### src/rtl/uart_tx_axis_fifo_if.sv
// AXI-Stream byte channel between the producer, the FIFO and the UART transmitter.
// The master drives data and valid; the slave answers with ready.
interface uart_tx_axis_fifo_if #(
    parameter int DATA_WIDTH = 8
);
    logic [DATA_WIDTH-1:0] tdata;
    logic                  tvalid;
    logic                  tready;

    modport master (
        output tdata,
        output tvalid,
        input  tready
    );

    modport slave (
        input  tdata,
        input  tvalid,
        output tready
    );
endinterface

### src/rtl/uart_tx_axis_fifo.sv
// First-word-fall-through elastic buffer ahead of the UART transmitter.
// Pointers carry a wrap bit, so occupancy is a plain modular subtraction.
module uart_tx_axis_fifo #(
    parameter int DATA_WIDTH          = 8,
    parameter int DEPTH               = 16,
    parameter int ALMOST_EMPTY_THRESH = 0,
    parameter int ALMOST_FULL_THRESH  = DEPTH - 2,
    localparam int AW                 = $clog2(DEPTH)
) (
    input  logic                   aclk,
    input  logic                   reset,
    input  logic                   flush,
    uart_tx_axis_fifo_if.slave     s_axis,
    uart_tx_axis_fifo_if.master    m_axis,
    output logic                   fifo_almost_empty,
    output logic                   fifo_almost_full,
    output logic [AW:0]            fifo_count
);

    localparam logic [AW:0] DEPTH_C = (AW + 1)'(DEPTH);
    localparam logic [AW:0] AE_C    = (AW + 1)'(ALMOST_EMPTY_THRESH);
    localparam logic [AW:0] AF_C    = (AW + 1)'(ALMOST_FULL_THRESH);

    logic [DATA_WIDTH-1:0] mem_q [DEPTH];

    logic [AW:0] wr_ptr_q;
    logic [AW:0] wr_ptr_d;
    logic [AW:0] rd_ptr_q;
    logic [AW:0] rd_ptr_d;
    logic [AW:0] count;

    logic full;
    logic empty;
    logic wr_en;
    logic rd_en;

    assign count = wr_ptr_q - rd_ptr_q;
    assign full  = (count == DEPTH_C);
    assign empty = (count == '0);

    assign s_axis.tready = !full;
    assign m_axis.tvalid = !empty;
    assign m_axis.tdata  = mem_q[rd_ptr_q[AW-1:0]];

    assign fifo_count        = count;
    assign fifo_almost_empty = (count <= AE_C);
    assign fifo_almost_full  = (count >= AF_C);

    assign wr_en = s_axis.tvalid && !full;
    assign rd_en = m_axis.tready && !empty;

    // Flush beats any concurrent handshake: both pointers return to zero.
    always_comb begin
        wr_ptr_d = wr_ptr_q;
        rd_ptr_d = rd_ptr_q;
        if (flush) begin
            wr_ptr_d = '0;
            rd_ptr_d = '0;
        end else begin
            if (wr_en) wr_ptr_d = wr_ptr_q + 1'b1;
            if (rd_en) rd_ptr_d = rd_ptr_q + 1'b1;
        end
    end

    always_ff @(posedge aclk or posedge reset) begin
        if (reset) begin
            wr_ptr_q <= '0;
            rd_ptr_q <= '0;
        end else begin
            wr_ptr_q <= wr_ptr_d;
            rd_ptr_q <= rd_ptr_d;
        end
    end

    // Storage is deliberately left out of reset.
    always_ff @(posedge aclk) begin
        if (wr_en && !flush) begin
            mem_q[wr_ptr_q[AW-1:0]] <= s_axis.tdata;
        end
    end

endmodule
### src/flat_wrapper.sv
// flat-port wrapper written by rule: the top's interface ports become plain ports
module uart_tx_axis_fifo_flat 
#(
    parameter int DATA_WIDTH          = 8,
    parameter int DEPTH               = 16,
    parameter int ALMOST_EMPTY_THRESH = 0,
    parameter int ALMOST_FULL_THRESH  = DEPTH - 2,
    localparam int AW                 = $clog2(DEPTH)
)
  (aclk, reset, flush, fifo_almost_empty, fifo_almost_full, fifo_count, s_axis_tdata, s_axis_tvalid, s_axis_tready, m_axis_tdata, m_axis_tvalid, m_axis_tready);
  uart_tx_axis_fifo_if #(.DATA_WIDTH(DATA_WIDTH)) s_axis_i ();
  uart_tx_axis_fifo_if #(.DATA_WIDTH(DATA_WIDTH)) m_axis_i ();
  input  logic aclk;
  input  logic reset;
  input  logic flush;
  output logic fifo_almost_empty;
  output logic fifo_almost_full;
  output logic [AW:0] fifo_count;
  input wire logic [$bits(s_axis_i.tdata)-1:0] s_axis_tdata;
  input wire logic [$bits(s_axis_i.tvalid)-1:0] s_axis_tvalid;
  output wire logic [$bits(s_axis_i.tready)-1:0] s_axis_tready;
  output wire logic [$bits(m_axis_i.tdata)-1:0] m_axis_tdata;
  output wire logic [$bits(m_axis_i.tvalid)-1:0] m_axis_tvalid;
  input wire logic [$bits(m_axis_i.tready)-1:0] m_axis_tready;
  assign s_axis_i.tdata = s_axis_tdata;
  assign s_axis_i.tvalid = s_axis_tvalid;
  assign s_axis_tready = s_axis_i.tready;
  assign m_axis_tdata = m_axis_i.tdata;
  assign m_axis_tvalid = m_axis_i.tvalid;
  assign m_axis_i.tready = m_axis_tready;
  uart_tx_axis_fifo #(.DATA_WIDTH(DATA_WIDTH), .DEPTH(DEPTH), .ALMOST_EMPTY_THRESH(ALMOST_EMPTY_THRESH), .ALMOST_FULL_THRESH(ALMOST_FULL_THRESH)) u_core (.aclk(aclk), .reset(reset), .flush(flush), .s_axis(s_axis_i), .m_axis(m_axis_i), .fifo_almost_empty(fifo_almost_empty), .fifo_almost_full(fifo_almost_full), .fifo_count(fifo_count));
endmodule
### config.mk
export PLATFORM = sky130hd
export DESIGN_NAME = uart_tx_axis_fifo_flat
export DESIGN_NICKNAME = d
export VERILOG_FILES = /design/src/rtl/uart_tx_axis_fifo_if.sv /design/src/rtl/uart_tx_axis_fifo.sv /design/src/flat_wrapper.sv
export SDC_FILE = /design/constraint.sdc
export NUM_CORES = 1
export LEC_CHECK = 0
export ABC_AREA = 1
export BUFFER_PORTS_ARGS = -buffer_cell sky130_fd_sc_hd__buf_2
export CAP_MARGIN = 20
export CORE_ASPECT_RATIO = 0.9
export CORE_MARGIN = 8
export CORE_UTILIZATION = 65
export DETAILED_ROUTE_END_ITERATION = 12
export PLACE_DENSITY = 0.84
export SYNTH_ARGS = -nofsm -noshare
export SYNTH_HDL_FRONTEND = slang
export SYNTH_SLANG_ARGS = --single-unit
### constraint.sdc
create_clock -name aclk -period 3.8 [get_ports aclk]
set_input_delay 0.19 -clock aclk [delete_from_list [all_inputs] [get_ports aclk]]
set_output_delay 0.19 -clock aclk [all_outputs]
set_load 0.01 [all_outputs]
## Word level (Yosys, flattened, before mapping)

Memory sizes are Yosys's and may differ from the RTL's.
Cells that the tools add are included.

| storage, ports and cells | value |
|---|---|
| register bits after elaboration | 10 |
| bits in latches | 0 |
| memory bits (writable) | 128 |
| bits in read-only memories | 0 |
| input port bits | 13 |
| output and inout port bits | 17 |
| word-level logic and storage cells | 24 |
| memories | 1 |

Memory list:

| memory | depth | width | read ports | clocked after memory_dff | write ports | line | source |
|---|---|---|---|---|---|---|---|
| u_core.mem_q | 16 | 8 | 1 | 0 | 1 | uart_tx_axis_fifo.sv:24 | `logic [DATA_WIDTH-1:0] mem_q [DEPTH];` |

| operators by class | value |
|---|---|
| add/subtract/negate cells | 3 |
| $mul | 0 |
| divide/modulo/power cells | 0 |
| magnitude comparators | 2 |
| eq/ne operators | 1 |
| shifts and indexed selects | 0 |
| mux-type cells | 6 |
| bitwise gates (word level) | 0 |
| reductions and logical operators | 9 |

Operators by type and width:

| kind | count |
|---|---|
| two-way mux 5 bit | 4 |
| adder 5 x 1 -> 5 bit (second input constant) | 2 |
| equality test 5 bit (second input constant) | 1 |
| greater-or-equal comparator 5 x 4 -> 1 bit (second input constant) | 1 |
| <= comparator 5 x 1 -> 1 bit (second input constant) | 1 |
| zero test 5 bit | 1 |
| subtractor 5 bit | 1 |
| nonzero test 2 bit | 2 |
| logical AND 1 bit | 3 |
| zero test 1 bit | 3 |
| two-way mux 1 bit | 2 |

## Logic depth before layout (Yosys ltp)

| logic depth | value |
|---|---|
| word-level depth | 7 |
| gate-level depth with buffers | 13 |

## Worst setup path after synthesis

No wires, ideal clock.

| timing path | value |
|---|---|
| kind | register -> register |
| start point | register u_core.rd_ptr_q[2] |
| end point | memory u_core.mem_q[14][0], enable pin |
| arrival | 2.175 ns |
| required time | 3.430 ns |
| setup slack | 1.255 ns |
| cell stages (with the launch flop) | 10 |
| buffers on the path | 1 |
| period minus slack after synthesis | 2.545 ns |
| cells stage by stage | dfrtp_1 clkinv_1 clkbuf_1 ha_1 or2_1 nand3_1 nand2_2 nand3_4 nand3_4 nor2_1 |

| on the way | value |
|---|---|
| longest elaborated chain between the ends | 7 |

Ends and longest elaborated chain:

| item | line | source |
|---|---|---|
| from (decl) | uart_tx_axis_fifo.sv:28 | `logic [AW:0] rd_ptr_q;` |
| from (signal assigned) | uart_tx_axis_fifo.sv:71 | `rd_ptr_q <= rd_ptr_d;` |
| subtractor 5 bit | uart_tx_axis_fifo.sv:37 | `assign count = wr_ptr_q - rd_ptr_q;` |
| equality test 5 bit | uart_tx_axis_fifo.sv:38 | `assign full = (count == DEPTH_C);` |
| zero test 1 bit | n/a |  |
| net s_axis_tready | flat_wrapper.sv:21 | `output wire logic [$bits(s_axis_i.tready)-1:0] s_axis_tready;` |
| logical AND 1 bit | uart_tx_axis_fifo.sv:49 | `assign wr_en = s_axis.tvalid && !full;` |
| logical AND 1 bit | uart_tx_axis_fifo.sv:77 | `if (wr_en && !flush) begin` |
| two-way mux 1 bit | uart_tx_axis_fifo.sv:77 |  |
| two-way mux 1 bit (not written as such) | uart_tx_axis_fifo.sv:78 | `mem_q[wr_ptr_q[AW-1:0]] <= s_axis.tdata;` |
| to (decl) | uart_tx_axis_fifo.sv:24 |  |

The timed path passes the listed nets, and every way through them passes these cells.

## Final worst setup path

| timing path | value |
|---|---|
| start point | register u_core.rd_ptr_q[0] |
| end point | output port m_axis_tdata[6] |

| on the way | value |
|---|---|
| longest elaborated chain between the ends | 1 |

Ends and longest elaborated chain:

| item | line | source |
|---|---|---|
| memory read (16 x 8 bit) | n/a |  |
| to (decl) | flat_wrapper.sv:22 | `output wire logic [$bits(m_axis_i.tdata)-1:0] m_axis_tdata;` |

No other way between the ends.

==> impl_summary.md <==
Status
The run finished with clean final reports.

Cells and area
Once layout is done, the placed cells without fillers occupy just under 7000 um2. The repair_antennas step left the layout with diodes totalling 0. The final layout contains 575 nets. Relative to the synthesized area, the layout overhead comes to 14.4%. The final non-filler cell total is 687. The multi-input gate area in the final layout is 1730 um2. Of the cells placed in the final design, the portion with a size suffix greater than 1 is 0.147. Counting the fill cells in the layout gives 567. The sequential cells in the finished layout cover a total of 4100 um2. The final design utilization is 0.760.

Detailed routing
Once detail routing completed, the nets flagged for antenna violations numbered 0. The total length of routed met2 wires is about 7300 um. The per-cell via count in the routed design is 6.28.

After detailed routing, the average wire length per cell comes to 21.5 um. The uppermost signal routing layer after detailed routing is met4. The final routed DRC violation total is 0. The number of detailed-routing iterations run before antenna repair is 6. The routed wire length is 14800 um. In the final routing, the length of wire on met1 measures roughly 5400 um. The first routing iteration left 462 violations. The count of vias placed by the detailed router is 4314. Wire segments on met3 add up to 1610 um in the final route.

Pwr
The worst ir drop on vdd is 0.502 mV. The static power due to leakage is 2.58 nW. The power after layout is roughly 4.8 mW. The power per standard cell area is between 600 and 700 nW/um2.

Logic synthesis
Yosys mapped the design onto 28 distinct sky130hd cell types. The area share of xor/xnor cells in the synthesized design is 0.0143. The commonest cells after synthesis are sky130_fd_sc_hd__edfxtp_1, sky130_fd_sc_hd__nor2_1, sky130_fd_sc_hd__nand2_1. By area the synthesized netlist is led by sky130_fd_sc_hd__edfxtp_1, sky130_fd_sc_hd__o21ai_0, sky130_fd_sc_hd__nor2_1. After synthesis the cells add up to around 6000 um2. The cell with the most instances after synthesis is sky130_fd_sc_hd__edfxtp_1.

Of the total synthesized cell area, the portion taken by AND, OR, NAND and NOR gates is 0.157. The share of synthesized cell area in full adder, half adder and majority cells is 0.0220. Counting flops and latches in the post-synthesis netlist gives 138.

Counting flops with a built-in enable in the synthesized netlist gives 128. The share of synthesized area in the top cell type comes to 0.637. The leading area contributor after synthesis is sky130_fd_sc_hd__edfxtp_1. The synthesized net count is between 500 and 600.

The synthesized instance count is 524. The main combinational cell family by area after synthesis is simple AND/OR/NAND/NOR gates. Measured against the total synthesized area, the mux share comes to 0.

Yosys printed 0 warnings. Of the synthesized area, sequential elements account for 0.679. The async set-or-reset flop fraction in the synthesized netlist is 0.0725.

In this run the mean area of a mapped cell was 11.5 um2. The most used flip-flop cell after synthesis is sky130_fd_sc_hd__edfxtp_1. The post-synthesis compound-gate area fraction is 0.0929.

Job
The tool flagged a number of max-cap violations equal to 0.

Timing
For the pin with the worst max-slew slack, the measured transition is roughly 0.93 ns. Of the available clock period, the critical path in the final layout requires 0.900. The worst clock skew is 0.00761 ns.

The final hold violation count came to 0. The final number of max-transition violations was 0. The tightest hold path in the finished design has a slack of 0.0952 ns. The maximum clock frequency is 0.292 GHz.

The headroom to the max-slew limit is 0.381. Setup violations remaining at the end of the flow were counted as 0. The time the final worst path needs with I/O delays and setup is around 3.4 ns.

The setup total negative slack is 0 ns. The worst setup slack after layout is 0.380 ns. Setup repair after global routing left no endpoint under its margin.

Clock tree
TritonCTS created 17 clock buffers. For the worst-skew pair, the clock arrives at the later sink with an insertion delay of 0.54 ns. The count of instances resized after the clock tree is built is 0. The clock drives roughly 140 sinks. TritonCTS built the clock tree. Clock-pin slew was measured on the worst setup and hold paths at ~0.060 ns. The number of buffers between clock root and the deepest sink is 2. The H-tree depth is 4. The tree is rooted in a sky130_fd_sc_hd__clkbuf_8.

Worst setup path
The reg-to-reg startpoint is u_core.rd_ptr_q[2]. The end point of the critical path is m_axis_tdata[6]. Walking the worst path, the cells encountered are buf_4 > inv_1 > buf_12 > o21ai_0 > o22ai_1 > nand2_1 > nand2_1 > nand2_1 > nand2_1 > buf_2.

For this design, the slowest cell found on the critical path is sky130_fd_sc_hd__inv_1. The critical path buffer and inverter count is 4. The length in cells of the worst reg-to-reg path is 8. For this run, the slowest stage of the critical path takes 0.61 ns. The startpoint-to-endpoint class of the critical path is reg2out. The family with the most delay on the worst path is buffers and inverters. The internal reg-to-reg setup slack is 0.62 ns.

The worst setup path is launched from a register. The origin of the worst setup path is u_core.rd_ptr_q[0]. The arrival time of the worst setup path is 3.23 ns. The data required time at the worst endpoint is 3.61 ns. The worst flop-to-flop path endpoint is u_core.mem_q[14][2].

The cell that appears most often on the critical path is sky130_fd_sc_hd__nand2_1. The number of cells on the critical path is 10. The critical-path maximum fanout is 68. STA classifies the critical path endpoint as an output port.

GRT
Summed over all layers, the global routing overflow is 0. The number of global-route vias before repair is 4160. The first global-routing pass estimated 22800 um of wire. The number of antenna violations at the first check in global routing was 0. The total global routing track utilization is 0.243. Entering global routing, the biggest net connects 69 pins.

Placement
In this run, placement finished with an instance count of 652. In this run the cell area measured after placement is 6260 um2. The number of I/O port buffers is 29. At the placement stage, the worst setup path has a slack of 0.665 ns. The placer congestion estimate is a little over 0.9.

Detailed placement finished with a half-perimeter wire length of 9160 um.

Floorplan
The count of standard-cell rows is 33. From bottom edge to top edge, the die measures about 110 um. For this configuration, the core starts out at a cell density of 0.664. 30 I/O pins were placed. The die covers 12600 um2. In this run the standard cell core region covers 9080 um2.

The horizontal extent of the die is roughly 120 um.

Worst hold path
The min-delay analysis places its worst path in the category in2reg. The cell count of the worst hold path is 1.
-- cell families after synthesis --
family / Yosys count
xor gates and xnor gates: 9
buffers and inverters: 51
AOI/OAI and AO/OA: 98
adders and majority gates: 10
DFF: 138
and+or+nand+nor: 218
-- layer usage --
layer,track usage,vias up
met5,0,-
met4,0.135,0
met3,0.0640,41
met2,0.393,282
met1,0.295,2066
li1,-,1925
-- sequential cells by signal, indices dropped and copies added, names as in the netlist --
name             count
u_core.mem_q       128
u_core.rd_ptr_q      5
u_core.wr_ptr_q      5
-- area by class of cell --
class                      count  share of cell area
sequential                   138               0.594
multi-input combinational    335               0.250
clock buffer                  18              0.0606
timing repair buffer          37              0.0326
clock inverter                14              0.0281
tap                          122              0.0221
inverter                      23              0.0125
-- worst min path at each step --
stage               startpoint             endpoint  slack, ns
2_1_floorplan            reset   u_core.rd_ptr_q[0]       0.03
3_5_place_dp             reset   u_core.wr_ptr_q[4]       0.19
5_1_grt        s_axis_tdata[5]  u_core.mem_q[14][5]       0.08
3_3_place_gp             reset   u_core.wr_ptr_q[4]       0.19
4_1_cts        s_axis_tdata[5]  u_core.mem_q[14][5]       0.08
6_report       s_axis_tdata[5]  u_core.mem_q[14][5]        0.1
-- report_power, final --
group          internal [mW]  total, mW  switching (mW)
sequential              1.70       1.72          0.0219
combinational          0.415       1.33           0.917
clock                   1.07       1.71           0.642
total                   3.19       4.77            1.58
-- layout by cell type, fill, tap and decap left out, types with 2 or more instances in the layout --
master and count:
sky130_fd_sc_hd__edfxtp_1 128, sky130_fd_sc_hd__inv_1 21, sky130_fd_sc_hd__buf_2 29, sky130_fd_sc_hd__nand3_4 2
sky130_fd_sc_hd__clkinvlp_4 2, sky130_fd_sc_hd__dfrtp_1 9, sky130_fd_sc_hd__nand2_1 82, sky130_fd_sc_hd__clkinv_2 3
sky130_fd_sc_hd__nand4_1 10, sky130_fd_sc_hd__buf_4 4, sky130_fd_sc_hd__o221ai_1 8, sky130_fd_sc_hd__o21ai_0 65
sky130_fd_sc_hd__clkbuf_16 16, sky130_fd_sc_hd__o22ai_1 16, sky130_fd_sc_hd__clkinv_1 2, sky130_fd_sc_hd__inv_6 2
sky130_fd_sc_hd__nor2_1 84, sky130_fd_sc_hd__xor2_1 7, sky130_fd_sc_hd__dlygate4sd3_1 3, sky130_fd_sc_hd__ha_1 9
sky130_fd_sc_hd__bufinv_16 4, sky130_fd_sc_hd__nor2_2 10, sky130_fd_sc_hd__nand2_2 2, sky130_fd_sc_hd__o211ai_1 8
sky130_fd_sc_hd__nand3_1 25, sky130_fd_sc_hd__clkinv_4 3
-- timing repair --
| item | CTS | global route |
|---|---|---|
| hold endpoints to repair | 19 | 0 |
| hold buffers | 3 | 0 |
| setup buffers | 0 | 0 |
No activity file was read; power rests on OpenSTA's default activity.
